===== src/rtl/seq_adder_ctrl_if.sv =====
// Bundles the operand, control and result signals shared by the HPS PIOs
// and the sliced adder sequencer.
interface seq_adder_ctrl_if #(
    parameter int DATA_W = 64
);
    logic [1:0]        ctrl_in;
    logic [DATA_W-1:0] op_a;
    logic [DATA_W-1:0] op_b;
    logic [DATA_W-1:0] sum;
    logic              carry_out;
    logic              overflow;
    logic              busy;
    logic              done;

    // HPS side: drives control and operands, observes result and status
    modport master (
        output ctrl_in,
        output op_a,
        output op_b,
        input  sum,
        input  carry_out,
        input  overflow,
        input  busy,
        input  done
    );

    // Sequencer side: consumes control and operands, produces result and status
    modport slave (
        input  ctrl_in,
        input  op_a,
        input  op_b,
        output sum,
        output carry_out,
        output overflow,
        output busy,
        output done
    );
endinterface


===== src/rtl/seq_adder_ctrl.sv =====
// Sliced 64-bit adder sequencer. Captures operands on a start edge, adds
// SLICE_W bits per cycle through a registered carry, and publishes the sum,
// unsigned carry and signed overflow when the last slice completes.
// DATA_W must be a multiple of SLICE_W.
module seq_adder_ctrl #(
    parameter int DATA_W  = 64,
    parameter int SLICE_W = 16
) (
    input  logic                clk,
    input  logic                reset,
    seq_adder_ctrl_if.slave     bus
);

    localparam int NUM_SLICES = DATA_W / SLICE_W;
    localparam int K_W        = (NUM_SLICES > 1) ? $clog2(NUM_SLICES) : 1;

    typedef enum logic [1:0] {
        IDLE = 2'd0,
        LOAD = 2'd1,
        ADD  = 2'd2,
        DONE = 2'd3
    } state_t;

    state_t              r_state;
    logic                r_startPrev;
    logic [DATA_W-1:0]   r_aReg;
    logic [DATA_W-1:0]   r_bReg;
    logic [DATA_W-1:0]   r_tmp;
    logic                r_carry;
    logic [K_W-1:0]      r_k;
    logic [DATA_W-1:0]   r_sum;
    logic                r_carryOut;
    logic                r_overflow;

    logic                w_startEdge;
    logic                w_clear;
    logic                w_lastSlice;
    int                  w_sliceBase;
    logic [SLICE_W-1:0]  w_aSlice;
    logic [SLICE_W-1:0]  w_bSlice;
    logic [SLICE_W:0]    w_sliceSum;
    logic [DATA_W-1:0]   w_merged;
    logic                w_mergedOverflow;

    assign w_startEdge = bus.ctrl_in[0] & ~r_startPrev;
    assign w_clear     = bus.ctrl_in[1];
    assign w_lastSlice = (r_k == K_W'(NUM_SLICES - 1));

    // Slice datapath: select the current operand slices, add them with the
    // stored carry, and build the full result with the final slice folded in.
    // The top slice of r_tmp is never written (it is zeroed in LOAD), so the
    // final slice can simply be OR-ed into place.
    always_comb begin
        w_sliceBase      = int'(r_k) * SLICE_W;
        w_aSlice         = r_aReg[w_sliceBase +: SLICE_W];
        w_bSlice         = r_bReg[w_sliceBase +: SLICE_W];
        w_sliceSum       = {1'b0, w_aSlice} + {1'b0, w_bSlice}
                           + {{SLICE_W{1'b0}}, r_carry};
        w_merged         = r_tmp
                           | (DATA_W'(w_sliceSum[SLICE_W-1:0]) << (DATA_W - SLICE_W));
        w_mergedOverflow = (r_aReg[DATA_W-1] == r_bReg[DATA_W-1])
                           & (w_merged[DATA_W-1] != r_aReg[DATA_W-1]);
    end

    // Control FSM and all sequential state: start edge tracking, operand
    // capture, per-slice accumulation and result publication. Clear wins over
    // everything else and drops any operation in flight.
    always_ff @(posedge clk) begin
        if (reset) begin
            r_state     <= IDLE;
            r_startPrev <= 1'b1;
            r_aReg      <= '0;
            r_bReg      <= '0;
            r_tmp       <= '0;
            r_carry     <= 1'b0;
            r_k         <= '0;
            r_sum       <= '0;
            r_carryOut  <= 1'b0;
            r_overflow  <= 1'b0;
        end else begin
            r_startPrev <= bus.ctrl_in[0];
            if (w_clear) begin
                r_state    <= IDLE;
                r_carry    <= 1'b0;
                r_k        <= '0;
                r_sum      <= '0;
                r_carryOut <= 1'b0;
                r_overflow <= 1'b0;
            end else begin
                case (r_state)
                    IDLE: begin
                        if (w_startEdge) begin
                            r_state <= LOAD;
                        end
                    end
                    LOAD: begin
                        r_aReg  <= bus.op_a;
                        r_bReg  <= bus.op_b;
                        r_tmp   <= '0;
                        r_carry <= 1'b0;
                        r_k     <= '0;
                        r_state <= ADD;
                    end
                    ADD: begin
                        r_carry <= w_sliceSum[SLICE_W];
                        r_k     <= r_k + K_W'(1);
                        if (w_lastSlice) begin
                            r_sum      <= w_merged;
                            r_carryOut <= w_sliceSum[SLICE_W];
                            r_overflow <= w_mergedOverflow;
                            r_state    <= DONE;
                        end else begin
                            r_tmp[w_sliceBase +: SLICE_W] <= w_sliceSum[SLICE_W-1:0];
                        end
                    end
                    DONE: begin
                        if (!bus.ctrl_in[0]) begin
                            r_state <= IDLE;
                        end
                    end
                    default: begin
                        r_state <= IDLE;
                    end
                endcase
            end
        end
    end

    assign bus.sum       = r_sum;
    assign bus.carry_out = r_carryOut;
    assign bus.overflow  = r_overflow;
    assign bus.busy      = (r_state == LOAD) | (r_state == ADD);
    assign bus.done      = (r_state == DONE);

endmodule

===== src/flat_wrapper.sv =====
// flat-port wrapper written by rule: the top's interface ports become plain ports
module seq_adder_ctrl_flat 
#(
    parameter int DATA_W  = 64,
    parameter int SLICE_W = 16
)
  (clk, reset, bus_ctrl_in, bus_op_a, bus_op_b, bus_sum, bus_carry_out, bus_overflow, bus_busy, bus_done);
  seq_adder_ctrl_if #(.DATA_W(DATA_W)) bus_i ();
  input  logic clk;
  input  logic reset;
  input wire logic [$bits(bus_i.ctrl_in)-1:0] bus_ctrl_in;
  input wire logic [$bits(bus_i.op_a)-1:0] bus_op_a;
  input wire logic [$bits(bus_i.op_b)-1:0] bus_op_b;
  output wire logic [$bits(bus_i.sum)-1:0] bus_sum;
  output wire logic [$bits(bus_i.carry_out)-1:0] bus_carry_out;
  output wire logic [$bits(bus_i.overflow)-1:0] bus_overflow;
  output wire logic [$bits(bus_i.busy)-1:0] bus_busy;
  output wire logic [$bits(bus_i.done)-1:0] bus_done;
  assign bus_i.ctrl_in = bus_ctrl_in;
  assign bus_i.op_a = bus_op_a;
  assign bus_i.op_b = bus_op_b;
  assign bus_sum = bus_i.sum;
  assign bus_carry_out = bus_i.carry_out;
  assign bus_overflow = bus_i.overflow;
  assign bus_busy = bus_i.busy;
  assign bus_done = bus_i.done;
  seq_adder_ctrl #(.DATA_W(DATA_W), .SLICE_W(SLICE_W)) u_core (.clk(clk), .reset(reset), .bus(bus_i));
endmodule

===== config.mk =====
export PLATFORM = sky130hd
export DESIGN_NAME = seq_adder_ctrl_flat
export DESIGN_NICKNAME = d
export VERILOG_FILES = /design/src/rtl/seq_adder_ctrl_if.sv /design/src/rtl/seq_adder_ctrl.sv /design/src/flat_wrapper.sv
export SDC_FILE = /design/constraint.sdc
export NUM_CORES = 1
export LEC_CHECK = 0
export CORE_ASPECT_RATIO = 2
export CORE_UTILIZATION = 55
export CTS_CLUSTER_SIZE = 24
export DETAILED_ROUTE_END_ITERATION = 10
export GPL_TIMING_DRIVEN = 0
export PLACE_DENSITY = 0.82
export SETUP_SLACK_MARGIN = 0.02
export SYNTH_ARGS = -nofsm -noshare
export SYNTH_HDL_FRONTEND = slang
export SYNTH_SLANG_ARGS = --single-unit
export TNS_END_PERCENT = 100

===== constraint.sdc =====
create_clock -name clk -period 6.3 [get_ports clk]
set_clock_uncertainty 0.15 [all_clocks]
set_input_delay 1.26 -clock clk [delete_from_list [all_inputs] [get_ports clk]]
set_output_delay 1.26 -clock clk [all_outputs]
set_load 0.01 [all_outputs]

-- Word-level counts from Yosys, hierarchy flattened
Cells that the tools add are included.
- flip-flop bits (word level): 264
- bits of input ports: 132
- output and inout bits: 68
- logic and storage cells: 50
- add/subtract/negate cells: 4
- equal/unequal tests: 10
- shift operators: 4
- mux-type cells: 9
- bitwise logic cells: 6
- reduce and logical (&&, ||, !) cells: 7
- operators with widths (operator ; count):
    $pmux W64 S2 ; 1
    $shiftx A64 B7 Y16 ; 2
    $bwmux W64 ; 1
    $mux W64 ; 1
    $or A64 B64 Y64 ; 1
    $shift A16 B33 Y64 const A ; 1
    $shiftx A16 B33 Y64 ; 1
    $neg A6 Y33 ; 1
    $add A16 B16 Y17 ; 1
    $add A17 B1 Y17 ; 1
    $pmux W2 S4 ; 1
    $eq A2 B2 Y1 const B ; 3
    $mux W2 ; 3
    $reduce_and A3 Y1 ; 2
    $ne A2 B1 Y1 const B ; 2
    $ne A2 B2 Y1 const B ; 2
    $pmux W2 S2 ; 1
    $reduce_and A2 Y1 ; 2
    $add A2 B1 Y2 const B ; 1
    $and A1 B1 Y1 ; 2
    $eq A2 B1 Y1 const B ; 1
    $logic_not A2 Y1 ; 1
    $not A1 Y1 ; 2
    $pmux W1 S2 ; 1
    other kinds (5) ; 5

-- Depth between registers and ports, before layout
Gate-level depths: netlist of the first run.
- depth after elaboration: 7
- gate-level depth with buffers: 13

-- Worst setup path after synthesis of the first run
Ideal clock, no wire load.
- kind: register to register
- start: register u_core.r_k[0]
- end: register u_core.r_tmp[11]
- setup time: 122 ps
- arrival: 3595 ps
- required time: 6028 ps
- slack: 2433 ps
- stages on the path, launching flop included: 11
- path buffers: 2
- period minus slack after synthesis: 3867 ps
- path through: dfxtp_1 clkbuf_1 buf_1 mux4_2 ha_1 a211o_1 o32a_4 a21bo_2 a21boi_2 nor4_1 a221o_1
- cells in the longest elaborated chain, start to end: 7
- RTL lines (element ; RTL line ; source):
    from (decl) ; seq_adder_ctrl.sv:30 ; logic [K_W-1:0] r_k;
    from (signal assigned) ; seq_adder_ctrl.sv:106 ; r_k <= r_k + K_W'(1);
    $shiftx A64 B7 Y16 (on tied branches) ; seq_adder_ctrl.sv:55, seq_adder_ctrl.sv:56 ;
    $add A16 B16 Y17 ; seq_adder_ctrl.sv:57 ; w_sliceSum = {1'b0, w_aSlice} + {1'b0, w_bSlice}
    $add A17 B1 Y17 ; seq_adder_ctrl.sv:58 ; + {{SLICE_W{1'b0}}, r_carry};
    $shiftx A16 B33 Y64 ; seq_adder_ctrl.sv:113 ; r_tmp[w_sliceBase +: SLICE_W] <= w_sliceSum[SLICE_W-1:0];
    $bwmux W64 ; seq_adder_ctrl.sv:113 ;
    $mux W64 ; seq_adder_ctrl.sv:107 ; if (w_lastSlice) begin
    $pmux W64 S2 ; seq_adder_ctrl.sv:90 ; case (r_state)
    to (signal, indexed assignment) ; seq_adder_ctrl.sv:113 ;
    to (decl) ; seq_adder_ctrl.sv:28 ; logic [DATA_W-1:0] r_tmp;
Parallel ways exist; a longest one is shown, timed or not. The select of a mux whose other input is x is not followed.
A chain may end at the register's enable or synchronous reset.

-- Final worst setup path of the first run
- start: register u_core.r_k[0]
- end: register u_core.r_tmp[9]
The elaborated chain is that of the path after synthesis.

==> results of run 1 <==
==> power by group through the flow <==
stage / Clock (mW) / Sequential [mW] / Combinational (mW)
finish: 1.41 / 1.69 / 0.196
global route: 1.47 / 1.69 / 0.207
CTS: 1.41 / 1.69 / 0.194
detailed placement: 0 / 1.73 / 0.193
global placement: 0 / 1.73 / 0.192
floorplan: 0 / 1.72 / 0.0679
==> path summary, 6_finish.rpt <==
path | from | to | slack (ns) | cells after the start
setup / recovery | u_core.r_k[0] | u_core.r_tmp[9] | 1.47 | 10
hold / removal | u_core.bus.sum[7] | u_core.bus.sum[7] | 0.30 | 2
setup reg to reg | u_core.r_k[0] | u_core.r_tmp[9] | 1.47 | 10
hold reg to reg | u_core.bus.sum[7] | u_core.bus.sum[7] | 0.30 | 2
==> layout make-up <==
| cell class | count | share of cell area (%) |
|---|---|---|
| sequential | 264 | 38.2 |
| multi-input combinational | 895 | 36.7 |
| timing repair buffer | 199 | 14.4 |
| clock buffer | 31 | 4.67 |
| buffer | 89 | 2.57 |
| tap | 259 | 2.35 |
| clock inverter | 6 | 0.661 |
| inverter | 14 | 0.380 |
==> worst max-delay path, cell delays in order, from the launching register on <==
cell and delay [ns]:
dfxtp_1 0.36, clkbuf_1 0.53, buf_1 0.79, mux4_2 0.63, ha_1 0.40, a211o_1 0.33
o32a_4 0.34, a21bo_2 0.27, xor2_1 0.64, a22oi_1 0.19, nor2_1 0.12
==> flip-flops by register name (all words and copies together) (netlist names) <==
signal / cells
u_core.bus.sum: 64
u_core.r_state: 2
u_core.bus.carry_out: 1
u_core.r_startPrev: 1
u_core.r_carry: 1
u_core.r_bReg: 64
u_core.bus.overflow: 1
u_core.r_k: 2
u_core.r_aReg: 64
u_core.r_tmp: 64
==> synthesized netlist by cell type (all sizes together), types with 5 or more instances <==
library cell	count
mux4	32
nor2b	13
nand3	6
nand2b	8
a22oi	30
o31ai	6
nand2	368
nor3	19
nor4	6
nor2	79
inv	14
and2	18
o21ai	28
ha	23
a221o	6
a21oi	197
clkbuf	71
xnor2	9
and3	5
buf	18
dfxtp	264
==> routing by layer <==
metal  vias up  wire length (µm)  share of wire, %  global-route usage (%)
li1       4716                 -                 -                       -
met1      4688             10400                31                    29.8
met2       437             18500                55                    66.0
met3       169              1540               4.6                    3.97
met4         0              3010               9.0                    28.4
met5         -                 0                 0                       0
==> cells by family after synthesis <==
| kind of cell | Yosys count |
|---|---|
| muxes | 34 |
| adders and majority gates | 25 |
| AOI/OAI and AO/OA | 292 |
| DFF | 264 |
| and+or+nand+nor | 532 |
| xor gates and xnor gates | 12 |
| buffers and inverters | 103 |
==> through the flow <==
| step | cell area (µm²) | hold slack [ns] |
|---|---|---|
| floorplan | 10800 | 0.274 |
| global placement | 13100 | 0.281 |
| CTS | 13800 | 0.305 |
| finish | 13800 | 0.303 |
| detailed placement | 13100 | 0.292 |
| global route | 13800 | 0.322 |
==> metrics.txt, run 1 <==
status=finished, final reports clean; hold crit path type=reg -> reg; Area Overhead vs Synth=28.4%; cts hold-fix bufs=0; total congestion overflow=0; Total GRT Usage=33.9%; RSZ-0062 raised after global routing=no; Arrival @ worst endpoint=5.12 ns; clock transition at the registers of the reported paths=0.07 ns; row count=72; Post-Synth Adder-Cell Area=3.05%; 1st-iter DRT viols=535; synth unique cells=52; commonest non-fill, non-tap cells in the layout=nand2_1 (368), dfxtp_1 (264), clkdlybuf4s50_1 (199); Max VDD drop=183 µV; crit-path max FO=10; Sequential Area=5290 µm²; flops & latches, synth=264; H-tree Lvls=1; CTS max path bufs=3; Via density=5.70; fin. max-slew vios=0; Die Width=101 µm; simple-gate share of the synthesized area=20.3%; Util after Layout=71.7%; Layout Cells excl Fill=1757; Synth Area in Compound Gates=15.9%; CTS tree=done; Post-Syn Nets=1419; Final ANT Viol Nets=0; xor and xnor area share after synthesis=0.976%; Post-synth top flop=dfxtp_1; sw power=720 µW; slew margin rel.=35.5%; I/O pin cnt=200; max frequency=207 MHz; Reg power frac=51.2%; Placed Cells=1720; Clk Latency, worst-skew pair=0.52 ns; Avg Cell Area, Syn=8.53 µm²; vias in the first global route=10200; setup bufs post-CTS=0; post-synthesis mux area share=6.89%; pin count of the biggest net entering global routing=18; top post-synthesis cells by area=dfxtp_1 (49%), nand2_1 (13%), a21oi_1 (9.1%); sum of negative setup slack=0 ns; cells after synthesis=1262; Worst Tran Pin Value=0.968 ns; sw frac=21.9%; final worst slack=1.47 ns; EDFF count, synth=0; MaxCap Viol Count=0; Sink Count=264; critical path required time=6.60 ns; Nets=1642; port buffer count=199; WS Path Type=reg -> reg; DRC=0; Starting Density=55.8%; post_cts resized=0; ant diodes=0; crit path capture type=flip-flop; Num CTS Buffers=22; DIE AREA=20200 µm²; Total Wirelength=33500 µm; P_int=2.58 mW; Core Box Area=19300 µm²; area leader, netlist=dfxtp_1; Fillers=1541; Design Power=3.30 mW; Combinational Power Share=6.0%; clock period minus final worst setup slack=4.83 ns; Synth async-reset ratio=0%; P_leak=4.65 nW; multi-input logic area=5070 µm²; Clock Power Share=42.8%; share of cells above drive strength 1=5.61%; initial antenna violation count=0; Startpoint Class=flip-flop; Pwr Density=239 nW/µm²; root buf cell=clkbuf_16; Chip Height=200 µm; Final Hold Fails=0; commonest non-fill, non-tap cell in the layout=nand2_1; Post-Place Setup Slack=1.54 ns; sequential cell area fraction in the yosys report=49.1%; dpl hpwl=26500 µm; period utilization=76.6%; Post-Syn Area=10800 µm²; first drt pass iteration count=5; Yosys warnings=0; Finish-stage setup viols=0; WL per Instance=19.1 µm; Synth top area share=49.1%; Via Count=10000; first-pass GRT wire length=51100 µm; Placer Congestion=0.929; largest family of logic cells by synthesized area=simple AND/OR/NAND/NOR gates
(Power assumes the default switching activity.)
==> run 2, diff against run 1 <==
- CORE_UTILIZATION: 55 -> 47
- PLACE_DENSITY: 0.82 -> 0.75
- clock period: 6.3 -> 4 ns (I/O delays scaled with it)
==> run 2 against run 1 <==
Net effect: highest routed layer unchanged; largest cell class unchanged; combinational power grew 59%; sequential share of layout area shrank 0.42 points; die area grew 17%; critical endpoint is now u_core.bus.sum[59].
==> metrics.txt, run 2 (synthesis results as in run 1) <==
status=finished, final reports clean; clock period minus final worst setup slack=3.81 ns; Starting Density=47.8%; Clk Latency, worst-skew pair=0.53 ns; WL per Instance=19.0 µm; Worst Tran Pin Value=0.870 ns; Final ANT Viol Nets=0; final worst slack=0.188 ns; CTS max path bufs=3; max incr delay on CP=0.56 ns; slew margin rel.=41.6%; Die Width=109 µm; Startpoint Class=flip-flop; commonest non-fill, non-tap cells in the layout=nand2_1 (368), dfxtp_1 (264), clkdlybuf4s50_1 (199); commonest non-fill, non-tap cell in the layout=nand2_1; Finish-stage setup viols=0; Via density=5.50; DRC=0; crit-path max FO=10; Sink Count=264; port buffer count=199; dpl hpwl=27000 µm; critical path required time=4.26 ns; cells along the critical path=clkbuf_8, clkbuf_4, mux4_2, ha_1, a211o_1, o32a_4, a21bo_2, a21boi_2, xor2_1, a21oi_1; I/O pin cnt=200; WS Path Type=reg -> reg; initial antenna violation count=0; Critical-path top delay cell=mux4_2; Placer Congestion=0.931; Arrival @ worst endpoint=4.07 ns; RSZ-0062 raised after global routing=no; Num CTS Buffers=22; root buf cell=clkbuf_16; Final Hold Fails=0; CTS tree=done; total congestion overflow=0; Via Count=9787; P_leak=4.73 nW; ant diodes=0; design area=14000 µm²; Area Overhead vs Synth=29.8%; H-tree Lvls=1; 1st-iter DRT viols=521; Chip Height=216 µm; Total GRT Usage=29.2%; max frequency=262 MHz; placed cell area=13100 µm²; Total Wirelength=33800 µm; hold crit path type=reg -> reg; first-pass GRT wire length=51500 µm; Max VDD drop=355 µV; period utilization=95.3%; Core Box Area=22500 µm²; pin count of the biggest net entering global routing=18; DIE AREA=23600 µm²; clock transition at the registers of the reported paths=0.07 ns; share of cells above drive strength 1=7.00%; crit path capture type=flip-flop; Nets=1641; row count=78; Pwr Density=378 nW/µm²; Post-Place Setup Slack=-0.816 ns; fin. max-slew vios=0; MaxCap Viol Count=0; first drt pass iteration count=5; vias in the first global route=10000; Design Power=5.28 mW
## run 2: cell count changes in the layout (fill, tap and decap cells not counted), moves of 3 or more
cell,change
clkbuf_2,+3
clkbuf_1,-9
xnor2_1,-3
clkinv_2,+8
## run 2: worst paths after layout
check	end	slack [ns]	from	depth (start not counted)
min reg2reg	u_core.bus.sum[12]	0.30	u_core.bus.sum[12]	2
max	u_core.bus.sum[59]	0.19	u_core.r_k[0]	10
max reg2reg	u_core.bus.sum[59]	0.19	u_core.r_k[0]	10
min	u_core.bus.sum[12]	0.30	u_core.bus.sum[12]	2
## run 2: where the power goes
group          leakage, nW  switching (mW)  internal, mW
Combinational         2.22           0.157         0.155
Clock                0.381           0.979          1.33
Sequential            2.13          0.0110          2.65
## run 2: routing by layer
layer,vias up,track usage [%],part of all wire (%)
met5,-,0,0
met4,0,22.8,7.7
met3,131,3.65,4.5
met2,394,56.4,57
met1,4541,25.9,31
li1,4721,-,-
## run 2: cell type report
type / instances / area [µm²]
Timing Repair Buffer: 200 / 2000
Clock buffer: 26 / 597
Buffer: 87 / 380
Clock inverter: 13 / 168
Fill cell: 2006 / 8570
Tap cell: 280 / 350
Multi-Input combinational cell: 895 / 5140
Inverter: 14 / 52.6
Sequential cell: 264 / 5290
## run 2: repair_timing
action,4_1_cts,5_1_grt
hold buffers,0,0
hold endpoints to repair,0,0
setup endpoints to repair,50,24
gates resized for setup,21,11
buffers inserted,1,0
pin swaps,1,1
## run 2: critical path, delay by kind of cell, from the launching register on
family	cells	cell delay [ns]
DFF	1	0.38
adders and majority gates	1	0.41
AOI/OAI and AO/OA	5	1.39
xor gates and xnor gates	1	0.29
buffers and inverters	2	0.52
muxes	1	0.56
## run 2: through the flow
| stage | setup TNS, ns | utilization (%) | hold WS [ns] | std cells |
|---|---|---|---|---|
| 2_1_floorplan | 0 | - | 0.274 | 1262 |
| 3_3_place_gp | -23.00 | 58.1 | 0.285 | 1741 |
| 3_5_place_dp | -25.17 | 58.1 | 0.294 | 1741 |
| 4_1_cts | 0 | 61.9 | 0.304 | 1781 |
| 5_1_grt | 0 | 62.0 | 0.319 | 1779 |
| 6_report | 0 | 62.0 | 0.304 | 1779 |
